--- src/rtl/irq_dispatch_ctrl.sv ---
// rtl/irq_dispatch_ctrl.sv - interrupt request latch and valid/ready dispatcher
module irq_dispatch_ctrl #(
    parameter int N    = 8,
    parameter bit EDGE = 1'b1,
    localparam int IDXW = $clog2(N)
) (
    input  logic            clk,
    input  logic            rst_n,
    input  logic [N-1:0]    req_i,
    input  logic [N-1:0]    mask_i,
    output logic            irq_valid,
    output logic [IDXW-1:0] irq_id,
    input  logic            irq_ready,
    input  logic            eoi,
    output logic            busy,
    output logic [N-1:0]    pending_o
);
    typedef enum logic [1:0] {IDLE, OFFER, SERVICE} state_t;

    state_t          state;
    logic [N-1:0]    req_q;
    logic [N-1:0]    pending;
    logic [N-1:0]    rise;
    logic [N-1:0]    clr;
    logic [N-1:0]    cand;
    logic [IDXW-1:0] sel;
    logic            accept;

    assign rise      = req_i & ~req_q;
    assign cand      = pending & ~mask_i;
    assign accept    = irq_valid && irq_ready;
    assign pending_o = pending;

    always_comb begin
        clr = '0;
        if (accept) clr[irq_id] = 1'b1;
    end

    // Ascending scan: the last set bit seen is the highest-priority one.
    always_comb begin
        sel = '0;
        for (int i = 0; i < N; i++) begin
            if (cand[i]) sel = IDXW'(i);
        end
    end

    always_ff @(posedge clk or negedge rst_n) begin
        if (!rst_n) begin
            req_q     <= '0;
            pending   <= '0;
            state     <= IDLE;
            irq_valid <= 1'b0;
            irq_id    <= '0;
            busy      <= 1'b0;
        end else begin
            req_q <= req_i;
            // OR-ing rise after the clear lets a fresh edge survive its own accept.
            if (EDGE) pending <= (pending & ~clr) | rise;
            else      pending <= req_i;

            case (state)
                IDLE: begin
                    if (cand != '0) begin
                        irq_id    <= sel;
                        irq_valid <= 1'b1;
                        state     <= OFFER;
                    end
                end
                OFFER: begin
                    if (irq_ready) begin
                        irq_valid <= 1'b0;
                        busy      <= 1'b1;
                        state     <= SERVICE;
                    end
                end
                SERVICE: begin
                    if (eoi) begin
                        busy  <= 1'b0;
                        state <= IDLE;
                    end
                end
                default: begin
                    irq_valid <= 1'b0;
                    busy      <= 1'b0;
                    state     <= IDLE;
                end
            endcase
        end
    end
endmodule
--- config.mk ---
export PLATFORM = sky130hd
export DESIGN_NAME = irq_dispatch_ctrl
export DESIGN_NICKNAME = d
export VERILOG_FILES = /design/src/rtl/irq_dispatch_ctrl.sv
export SDC_FILE = /design/constraint.sdc
export NUM_CORES = 1
export LEC_CHECK = 0
export CORE_MARGIN = 4
export CORE_UTILIZATION = 43
export CTS_CLUSTER_SIZE = 28
export DETAILED_ROUTE_END_ITERATION = 8
export GPL_ROUTABILITY_DRIVEN = 0
export HOLD_SLACK_MARGIN = 0.03
export PLACE_DENSITY = 0.76
export SETUP_SLACK_MARGIN = 0.02
export SYNTH_ARGS = -nofsm -noshare
export SYNTH_HDL_FRONTEND = slang
export SYNTH_SLANG_ARGS = --single-unit
--- constraint.sdc ---
create_clock -name clk -period 2.2 [get_ports clk]
set_clock_uncertainty 0.1 [all_clocks]
set_input_delay 0.33 -clock clk [delete_from_list [all_inputs] [get_ports clk]]
set_output_delay 0.33 -clock clk [all_outputs]
set_load 0.01 [all_outputs]
== Word-level counts from Yosys, hierarchy flattened ==
Index checks and enable logic that the tools add are counted.

* Bits in registers: 23
* Bits of input ports: 20
* Logic and storage cells: 50

* Equality and inequality tests: 5
* Reduce and logical (&&, ||, !) cells: 8
* Bitwise operators: 9
* Multiplexer cells: 20
* Order comparisons: 2

{| class="wikitable"
|+ Operators by type and width
! kind !! number
|-
| $and 8x8->8 || 3
|-
| $not 8->8 || 3
|-
| $mux 3 || 5
|-
| $reduce_and 3->1 || 3
|-
| $mux 2 || 4
|-
| $mux 8 || 1
|-
| $or 8x8->8 || 1
|-
| $reduce_bool 8->1 || 1
|-
| $mux 1 || 6
|-
| $ne 2x2->1 const B || 3
|-
| $pmux 1 s3 || 2
|-
| $pmux 2 s3 || 1
|-
| $lt 3x4->1 const B || 1
|-
| $demux 1 s3 || 1
|-
| $ge 3x1->1 const B || 1
|-
| $eq 2x1->1 const B || 1
|-
| $eq 2x2->1 const B || 1
|-
| $logic_and 1x1->1 || 2
|-
| $logic_not 2->1 || 1
|-
| $not 1->1 || 2
|-
| $reduce_and 2->1 || 1
|}

== Depth between registers and ports, before layout ==
Gate-level depths: netlist of the first run.

* Word-level depth: 9
* Depth in mapped cells: 4
* Gate-level depth less buffers: 4

== Least setup slack after synthesis of the first run ==
No wires, ideal clock.

* Path type: register -> register
* Start: register pending[6], in the netlist pending_o[6]
* End: register irq_id[0]
* Stages on the path, launching flop included: 5
* Required time: 1975 ps
* Arrival time: 1610 ps
* Setup slack: 365 ps
* Setup time: 125 ps
* Path through: dfrtp_1 > nor2b_4 > or4_4 > o21ai_4 > mux2_4

* Cells in the longest elaborated chain, start to end: 3
* Elaborated cells on any way between the ends: 5

{| class="wikitable"
|+ RTL lines
! item !! line !! text
|-
| from (decl) || 22 || <nowiki>logic [N-1:0] pending;</nowiki>
|-
| from (signal assigned) || 58 || <nowiki>if (EDGE) pending <= (pending & ~clr) | rise;</nowiki>
|-
| from (signal assigned) || 59 || <nowiki>else pending <= req_i;</nowiki>
|-
| $and 8x8->8 (*) || 30 || <nowiki>assign cand = pending & ~mask_i;</nowiki>
|-
| $reduce_bool 8->1 or $mux 3 (tied branches) || 63, 43 ||
|-
| $reduce_and 2->1 (no source line) or $mux 3 (tied branches) || -- ||
|-
| to (signal assigned) || 64 || <nowiki>irq_id <= sel;</nowiki>
|-
| to (decl) || 12 || <nowiki>output logic [IDXW-1:0] irq_id,</nowiki>
|}

Every way passes the cells marked *; elsewhere a longest branch is shown, timed or not.
A chain may end at the register's enable or synchronous reset.

== Worst setup path after layout of the first run ==
* Start: input port mask_i[6]
* End: register irq_id[1]

* Cells in the longest elaborated chain, start to end: 4
* Elaborated cells on any way between the ends: 6

{| class="wikitable"
|+ RTL lines
! item !! line !! text
|-
| from (decl) || 10 || <nowiki>input logic [N-1:0] mask_i,</nowiki>
|-
| $not 8->8 (*) || 30 ||
|-
| $and 8x8->8 (*) || 30 ||
|-
| $reduce_bool 8->1 or $mux 3 (tied branches) || 63, 43 ||
|-
| $reduce_and 2->1 (no source line) or $mux 3 (tied branches) || -- ||
|}

Marks and branches as above.

==> results of run 1 <==
synthesized netlist by cell type, types with 2 or more instances:
| master | instances |
|---|---|
| nor2_1 | 3 |
| dfrtp_1 | 23 |
| a21oi_1 | 2 |
| nor2b_1 | 3 |
| inv_1 | 10 |
| o21ai_0 | 16 |
| mux2_4 | 2 |
| nand2b_1 | 5 |
| nor3_1 | 2 |
| nand2_1 | 5 |
| o31ai_1 | 2 |
cell usage in the layout (no fill, tap or decap), drive strengths merged, types with 2 or more instances in the layout:
cell | Yosys | final
nand2b | 5 | 5
nor2b | 4 | 4
o21ai | 17 | 17
o31ai | 2 | 2
clkbuf | 0 | 4
a21oi | 2 | 2
buf | 0 | 4
clkdlybuf4s50 | 0 | 32
inv | 10 | 10
nor3 | 2 | 2
nor2 | 3 | 3
mux2 | 2 | 2
nand2 | 5 | 5
dfrtp | 23 | 23
where the power goes:
part	switching (mW)	internal, mW	leakage [nW]
combinational	0.251	0.373	0.331
sequential	0.131	0.542	0.248
clock	0.122	0.0707	0.0150
total	0.504	0.986	0.593
per-stage QoR:
| stage | setup TNS (ns) | instance area [sq um] | util [%] | setup slack [ns] |
|---|---|---|---|---|
| finish | 0 | 1380 | 67.3 | 0.340 |
| detailed placement | -0.00124 | 1350 | 66.1 | -0.00124 |
| global route | 0 | 1380 | 67.3 | 0.282 |
| floorplan | 0 | 965 | - | 0.365 |
| CTS | 0 | 1380 | 67.3 | 0.334 |
| global placement | 0 | 1350 | 66.1 | 0.0233 |
final cells by class:
cell class                      count  area share, %
Sequential cell                    23           41.9
Multi-Input combinational cell     54           25.6
Timing Repair Buffer               36           25.5
Inverter                           10           2.73
Tap cell                           27           2.46
Clock buffer                        4           1.91
critical path, delay by kind of cell:
family / cells / cell delay, ns
compound gates: 1 / 0.20
buf+inv: 1 / 0.52
mux: 1 / 0.31
simple gates: 2 / 0.61
metal layers:
metal | global-route usage, % | up-vias
li1 | - | 378
met1 | 19.0 | 365
met2 | 25.2 | 26
met3 | 3.26 | 4
met4 | 6.25 | 0
met5 | 0 | -
path summary, 6_finish.rpt:
path / from / to
worst max-delay path: mask_i[6] / irq_id[1]
worst min-delay path: rst_n / req_q[5]
worst max register to register: pending_o[6] / irq_id[1]
worst min register to register: req_q[1] / pending_o[1]
max in group asynchronous: rst_n / pending_o[2]
min in group clk: req_q[1] / pending_o[1]
sequential cells by signal, indices dropped and copies added (netlist names):
signal     cells
busy           1
irq_id         3
irq_valid      1
pending_o      8
req_q          8
state          2
cells by family (layout without fill, tap and decap cells):
kind of cell    after synthesis  in the layout  share of synthesized area, %
compound gates               26             26                          16.7
buf+inv                      10             50                          3.89
flops                        23             23                          59.7
mux                           2              2                          3.11
simple gates                 26             26                          16.6
==> reports/metrics.csv, run 1 <==
stage,metric,value,unit
run_status,outcome,"complete, no violations",
floorplanning,Starting Density,47.2,%
setup_path,Worst Path Required,2.31,ns
setup_path,critical path capture point type,flop,
global_route,initial antenna violation count,0,
route,Iter 0 DRT Violations,1,
route,DRT Pass-1 Iters,4,
layout,area grow syn2layout,42.5,%
layout,Layout Cells excl Fill,154,
setup_path,CP Cell Sequence,clkdlybuf4s50_1 > nor2b_4 > or4_4 > o21ai_4 > mux2_4,
timing,Final setup viols,0,
pwr,Cell Pwr Density,1080,nW/um^2
setup_path,Reg2Reg Setup Slack,0.35,ns
clock_tree,root buffer cell,clkbuf_4,
placement,dpl cells,150,
yosys,"EDFF count, synth",0,
yosys,Synth Instances,87,
yosys,post-synth top area share,59.7,%
floorplanning,core box area,2040,sq um
clock_tree,Post-CTS Resized,0,
placement,PortBufs,32,
timing,Peak Freq,538,MHz
setup_path,r2r worst-path depth,4,
setup_path,CP max FO,3,
clock_tree,total setup buffers inserted after CTS,0,
clock_tree,CTS max path bufs,2,
route,Final ANT Viol Nets,0,
global_route,total gr overflow,0,
route,via count,773,
timing,fin crit share,84.6,%
yosys,Synth area leaders,"dfrtp_1 (60%), o21ai_0 (8.3%), inv_1 (3.9%)",
pwr,Pwr Total,1.49,mW
setup_path,Max stage delay on crit path,0.55,ns
yosys,Synth Warn #,0,
global_route,GRT Resource Usage Total,15.2,%
route,Routed wire per std cell,13.7,um
pwr,VDD IR max,0.000613,V
min_path,Hold Crit Class,in -> async,
yosys,top_reg_cell synth,dfrtp_1,
timing,fin crit period,1.86,ns
layout,FILL cells,191,
floorplanning,DIE HEIGHT,55.4,um
global_route,first-pass GRT wire length,3.74,mm
clock_tree,clk_lat worst skew,0.30,ns
layout,layout cell share with drive strength beyond 1,11.8,%
route,WL met1,900,um
route,Vias per Instance,5.02,
clock_tree,H-tree lvl count,1,
layout,ant diodes,0,
route,Met3 Wirelength,146,um
route,# DRC,0,
route,routed wire length,2.12,mm
yosys,"area leader, netlist",dfrtp_1,
floorplanning,Ports,33,
global_route,vias in the first global route,844,
clock_tree,total CTS buffers,3,
clock_tree,clock slew at reported path FFs,0.12,ns
global_route,largest net degree at the start of global routing,24,
yosys,"Seq/Total Area, Yosys",59.7,%
route,highest metal used,met4,
yosys,Unique masters post-synth,25,
setup_path,Crit path arrival time,1.97,ns
route,DR WL met2,1.04,mm
yosys,Mapped Nets,107,
clock_tree,CTS tree,built,
floorplanning,Row Count,16,
yosys,post-synthesis async set-or-reset flop share,100,%
yosys,Mean Syn Cell Area,11.1,sq um
clock_tree,hold_buf cts,0,
clock_tree,TritonCTS Sinks,23,
timing,worst-margin pin slew,0.375,ns
timing,Max Slew Vio Count,0,
placement,hpwl dp,1.68,mm
layout,Final nets,148,
layout,multi-input logic area,352,sq um
layout,sequential standard cell area,576,sq um
setup_path,Critical-path top delay cell,or4_4,
timing,final hold slack,0.265,ns
timing,slew margin rel.,75.0,%
pwr,P_leak,0.593,nW
yosys,Synth Cell Area,965,sq um
timing,"Hold Vio Cnt, Final",0,
floorplanning,Die Area,3070,sq um
job,max-capacitance violation count,0,
yosys,"flops & latches, synth",23,
timing,RSZ-0062 raised after global routing,no,
floorplanning,width of the die,55.4,um
setup_path,type of the worst setup path,in -> reg,
setup_path,Worst setup SP type,input pin,
(Power assumes the default switching activity.)
==> run 2, diff against run 1 <==
==> constraint.sdc (replaced) <==
create_clock -name clk -period 1.79 [get_ports clk]
set_clock_uncertainty 0.1 [all_clocks]
set_input_delay 0.2685 -clock clk [delete_from_list [all_inputs] [get_ports clk]]
set_output_delay 0.2685 -clock clk [all_outputs]
set_load 0.01 [all_outputs]
==> run 2 against run 1 <==
Total power increased by 28%; non-clock buffer count is 7 higher; highest routed layer is now met3; largest power group is now combinational logic; die area is the same; register-to-register slack lost 0.33 ns; final cell count up 4.5%; critical path depth fell by 1; core utilization up 2.6 points.
==> reports/metrics.csv, run 2 (synthesis gave the netlist of run 1 again) <==
stage,metric,value,unit,change
setup_path,Reg2Reg Setup Slack,0.02,ns,-0.33 ns
layout,FILL cells,173,,-9.4%
pwr,P_leak,0.627,nW,+5.7%
setup_path,Critical-path top delay cell,or4_4,,
timing,RSZ-0062 raised after global routing,yes,,
setup_path,r2r worst-path depth,4,,unchanged
floorplanning,Starting Density,47.2,%,unchanged
global_route,first-pass GRT wire length,3.61,mm,-3.5%
timing,worst-margin pin slew,0.407,ns,+0.0319 ns
timing,setup ws final,0.0196,ns,-0.320 ns
clock_tree,clk_lat worst skew,0.30,ns,about the same
floorplanning,core box area,2040,sq um,unchanged
timing,Setup TNS,0,ns,unchanged
timing,final hold slack,0.197,ns,-0.0678 ns
route,DRT Pass-1 Iters,4,,unchanged
route,Final ANT Viol Nets,0,,unchanged
run_status,outcome,"complete, no violations",,
clock_tree,clock slew at reported path FFs,0.13,ns,about the same
route,Routed wire per std cell,13.2,um,-4.0%
setup_path,Max stage delay on crit path,0.55,ns,about the same
setup_path,Worst Path Required,1.90,ns,-0.41 ns
timing,fin crit period,1.77,ns,
timing,fin crit share,98.9,%,
layout,area grow syn2layout,48.0,%,
global_route,total gr overflow,0,,unchanged
pwr,share of power burned in registers,43.0,%,-2.2 points
pwr,Combinational Power Share,44.5,%,+2.6 points
pwr,sw frac,33.2,%,-0.57 points
layout,ant diodes,0,,unchanged
floorplanning,DIE HEIGHT,55.4,um,unchanged
route,via count,796,,+3.0%
route,# DRC,0,,unchanged
setup_path,Crit path arrival time,1.88,ns,-0.09 ns
clock_tree,CTS max path bufs,2,,unchanged
route,Iter 0 DRT Violations,11,,+10
pwr,clock share of power,12.5,%,-0.4 points
global_route,largest net degree at the start of global routing,24,,unchanged
setup_path,CP Cell Sequence,nor2b_4 > or4_4 > o21ai_4 > mux2_4,,
layout,"commonest non-fill, non-tap cell in the layout",clkdlybuf4s50_1,,
global_route,vias in the first global route,833,,-1.3%
placement,PortBufs,32,,unchanged
timing,Peak Freq,565,MHz,
timing,Final setup viols,0,,unchanged
floorplanning,Row Count,16,,unchanged
floorplanning,Ports,33,,unchanged
pwr,Switch Pwr,0.633,mW,+26%
clock_tree,CTS tree,built,,
clock_tree,root buffer cell,clkbuf_4,,
floorplanning,Die Area,3070,sq um,unchanged
clock_tree,TritonCTS Sinks,23,,unchanged
layout,layout cell share with drive strength beyond 1,17.9,%,+6.1 points
route,Vias per Instance,4.94,,-1.5%
pwr,Cell Pwr Density,1330,nW/um^2,+23%
floorplanning,width of the die,55.4,um,unchanged
global_route,GRT Resource Usage Total,14.7,%,-0.52 points
layout,Final nets,155,,+4.7%
route,routed wire length,2.12,mm,+0.33%
pwr,Internal Power,1.27,mW,+29%
layout,most frequent cells in the layout,"clkdlybuf4s50_1 (30), dfrtp_1 (21), o21ai_0 (16)",,
placement,Place WS,-0.326,ns,-0.325 ns
timing,Max Slew Vio Count,0,,unchanged
global_route,initial antenna violation count,0,,unchanged
min_path,Hold Crit Class,in -> async,,
job,max-capacitance violation count,0,,unchanged
pwr,VDD IR max,0.000859,V,+40%
timing,"Hold Vio Cnt, Final",0,,unchanged
clock_tree,hold_buf cts,0,,unchanged
timing,slew margin rel.,72.9,%,-2.1 points
clock_tree,total CTS buffers,3,,unchanged
setup_path,Worst setup SP type,flop,,
setup_path,critical path capture point type,flop,,
setup_path,CP max FO,3,,unchanged
placement,hpwl dp,1.70,mm,+1.5%
setup_path,type of the worst setup path,reg -> reg,,
clock_tree,H-tree lvl count,1,,unchanged
## run 2: cell count changes in the layout (fill, tap and decap cells not counted)
cell	before	now
buf_4	4	11
clkdlybuf4s50_1	32	30
dfrtp_1	23	21
dfrtp_2	0	2
dlygate4sd2_1	0	2
## run 2: stage by stage
step | util [%] | power, mW | cells | instance area, sq um
3_3_place_gp | 67.9 | 1.63 | 155 | 1390
3_5_place_dp | 67.9 | 1.66 | 155 | 1390
2_1_floorplan | - | 1.19 | 87 | 965
6_report | 69.9 | 1.91 | 161 | 1430
4_1_cts | 69.9 | 1.92 | 161 | 1430
5_1_grt | 69.9 | 2.04 | 161 | 1430
## run 2: cell type report
type / count / area [sq um] / share of cell area, %
clock buffer: 4 / 26.3 / 1.84
inverter: 10 / 37.5 / 2.63
multi-input combinational: 54 / 352 / 24.6
sequential: 23 / 578 / 40.5
tap: 27 / 33.8 / 2.37
timing repair buffer: 43 / 400 / 28.0
## run 2: worst paths after layout
check	startpoint	endpoint
max	pending_o[6]	irq_id[0]
min	rst_n	irq_id[0]
max reg2reg	pending_o[6]	irq_id[0]
min reg2reg	req_q[4]	pending_o[4]
max in group asynchronous	rst_n	irq_id[1]
min in group clk	req_i[7]	req_q[7]
## run 2: power by group through the flow
stage	clock, mW	sequential, mW	combinational, mW
3_3_place_gp	0	0.823	0.809
3_5_place_dp	0	0.830	0.831
2_1_floorplan	0	0.851	0.340
6_report	0.238	0.820	0.847
4_1_cts	0.243	0.821	0.859
5_1_grt	0.258	0.850	0.929
## run 2: metal layers
metal	track usage, %	share of wire, %	up-vias
met5	0	0	-
met4	3.82	0	0
met3	3.50	5.7	0
met2	25.7	51	23
met1	17.9	43	380
li1	-	-	393
## run 2: worst max-delay path: cells and delay by family (launching register included)
kind | cells | cell delay, ns
and+or+nand+nor | 2 | 0.68
DFF | 1 | 0.40
muxes | 1 | 0.31
AOI/OAI and AO/OA | 1 | 0.18
## run 2: repair_timing
action,in CTS,in global routing
gates resized for setup,3,1
buffers inserted,2,0
endpoints found under the setup margin,3,3
==> run 3, diff against run 2 <==
--- a/config.mk
+++ b/config.mk
@@ -16,3 +16,4 @@
 export SYNTH_ARGS = -nofsm -noshare
 export SYNTH_HDL_FRONTEND = slang
 export SYNTH_SLANG_ARGS = --single-unit
+export TNS_END_PERCENT = 1
==> constraint.sdc (replaced) <==
create_clock -name clk -period 1.79 [get_ports clk]
set_clock_uncertainty 0.1 [all_clocks]
set_input_delay 0.4475 -clock clk [delete_from_list [all_inputs] [get_ports clk]]
set_output_delay 0.4475 -clock clk [all_outputs]
set_load 0.01 [all_outputs]
==> run 3 against run 2 <==
Maximum frequency decreased by 0.13%; first-iteration DRC count increased by 9.1%; register-to-register slack hardly changed; final cell count increased by 1.2%; sequential power shrank 4.8%; cell area up 1.1%; non-clock buffer count grew 2; critical endpoint unchanged; combinational power decreased by 1%; die area stayed put; clock power is 3% lower; total power is 2.9% lower.
==> reports/metrics.csv, run 3 (synthesis gave the netlist of run 1 again) <==
stage,metric,value,unit,change
timing,setup ws final,0.0174,ns,-0.00224 ns
clock_tree,root buffer cell,clkbuf_4,,
setup_path,Crit path arrival time,1.88,ns,about the same
placement,dpl cell area,1410,sq um,+1.6%
pwr,Cell Pwr Density,1280,nW/um^2,-4.0%
pwr,P_leak,0.659,nW,+5.1%
route,Iter 0 DRT Violations,12,,+1
layout,area grow syn2layout,49.5,%,
floorplanning,core box area,2040,sq um,unchanged
floorplanning,width of the die,55.4,um,unchanged
route,DRT Pass-1 Iters,6,,+2
route,# DRC,0,,unchanged
global_route,GRT Resource Usage Total,15.2,%,+0.55 points
timing,Peak Freq,564,MHz,-0.13%
floorplanning,DIE HEIGHT,55.4,um,unchanged
floorplanning,Ports,33,,unchanged
clock_tree,CTS tree,built,,
setup_path,critical path capture point type,flop,,
route,Vias per Instance,5.04,,+1.9%
run_status,outcome,"complete, no violations",,
clock_tree,hold_buf cts,0,,unchanged
setup_path,Max stage delay on crit path,0.53,ns,-0.02 ns
layout,ant diodes,0,,unchanged
placement,PortBufs,32,,unchanged
setup_path,Worst setup SP type,flop,,
layout,FILL cells,177,,+2.3%
clock_tree,CTS max path bufs,2,,unchanged
timing,fin crit period,1.77,ns,+0.00224 ns
layout,final core utilization,70.6,%,+0.74 points
layout,most frequent cells in the layout,"dfrtp_1 (23), o21ai_0 (16), clkdlybuf4s50_1 (15)",,
route,Final ANT Viol Nets,0,,unchanged
timing,fin crit share,99.0,%,+0.12 points
layout,"commonest non-fill, non-tap cell in the layout",dfrtp_1,,
floorplanning,Row Count,16,,unchanged
setup_path,type of the worst setup path,reg -> reg,,
layout,Final nets,157,,+1.3%
global_route,total gr overflow,0,,unchanged
layout,layout cell share with drive strength beyond 1,19.1,%,+1.2 points
setup_path,Worst Path Required,1.89,ns,about the same
setup_path,CP max FO,3,,unchanged
floorplanning,Die Area,3070,sq um,unchanged
layout,post-route cell area,1440,sq um,+1.1%
route,routed wire length,2.17,mm,+2.2%
global_route,first-pass GRT wire length,3.77,mm,+4.4%
global_route,vias in the first global route,945,,+13%
route,Routed wire per std cell,13.3,um,+0.91%
min_path,Hold Crit Class,reg -> reg,,
timing,Max Slew Vio Count,0,,unchanged
global_route,initial antenna violation count,0,,unchanged
setup_path,Critical-path top delay cell,or4_4,,
clock_tree,total CTS buffers,3,,unchanged
placement,hpwl dp,1.74,mm,+1.9%
timing,"Hold Vio Cnt, Final",0,,unchanged
timing,worst-margin pin slew,0.371,ns,-0.0362 ns
clock_tree,H-tree lvl count,1,,unchanged
placement,Place WS,-0.496,ns,-0.170 ns
job,max-capacitance violation count,0,,unchanged
timing,RSZ-0062 raised after global routing,yes,,
clock_tree,TritonCTS Sinks,23,,unchanged
clock_tree,clk_lat worst skew,0.30,ns,about the same
pwr,VDD IR max,0.000795,V,-7.3%
route,via count,821,,+3.1%
global_route,largest net degree at the start of global routing,24,,unchanged
clock_tree,clock slew at reported path FFs,0.12,ns,about the same
setup_path,CP Cell Sequence,nor2b_4 > or4_4 > o21ai_4 > mux2_4,,
timing,slew margin rel.,75.3,%,+2.4 points
timing,Final setup viols,0,,unchanged
floorplanning,Starting Density,47.2,%,unchanged
run 3: final cells by class:
type	instances	area, sq um	share of cell area (%)
well taps	27	33.8	2.34
inverters	10	37.5	2.60
repair buffers	45	408	28.3
clock buffers	4	26.3	1.82
multi-input cells	54	362	25.1
flip-flops and latches	23	576	39.9
run 3: path summary, 6_finish.rpt:
path / start / endpoint / slack [ns] / cells past startpoint
worst max register to register: pending_o[7] / irq_id[0] / 0.02 / 4
min in group asynchronous: rst_n / irq_valid / 0.38 / 2
worst min-delay path: req_q[1] / pending_o[1] / 0.32 / 1
worst min register to register: req_q[1] / pending_o[1] / 0.32 / 1
worst max-delay path: pending_o[7] / irq_id[0] / 0.02 / 4
max in group asynchronous: rst_n / pending_o[2] / 0.98 / 2
run 3: metal layers:
metal  global-route usage (%)  part of all wire, %
met5                        0                    0
met4                     7.29                 0.69
met3                     3.50                  8.6
met2                     27.2                   52
met1                     16.8                   39
run 3: critical path: cells and delay by family, from the launching register on:
family,cells,cell delay [ns]
compound gates,1,0.18
simple gates,2,0.67
mux,1,0.31
flops,1,0.42
run 3: metrics by stage:
| step | power, mW | cells | hold WS [ns] | setup TNS, ns |
|---|---|---|---|---|
| floorplan | 1.19 | 87 | 0.0519 | -0.0797 |
| global placement | 1.66 | 158 | 0.303 | -2.05 |
| detailed placement | 1.69 | 158 | 0.314 | -2.13 |
| CTS | 1.86 | 163 | 0.331 | -0.0777 |
| global route | 1.98 | 163 | 0.346 | -0.0569 |
| finish | 1.85 | 163 | 0.323 | 0 |
run 3: report_power, final:
| group | leakage, nW | total [mW] | internal [mW] | switching [mW] |
|---|---|---|---|---|
| Sequential | 0.248 | 0.781 | 0.667 | 0.114 |
| Clock | 0.0150 | 0.231 | 0.0868 | 0.144 |
| Combinational | 0.396 | 0.838 | 0.464 | 0.374 |
run 3: repair_timing:
| action | in CTS | in global routing |
|---|---|---|
| pin swaps | 2 | 2 |
| setup endpoints to repair | 16 | 6 |
| gates resized for setup | 14 | 6 |
| setup buffers | 1 | 0 |
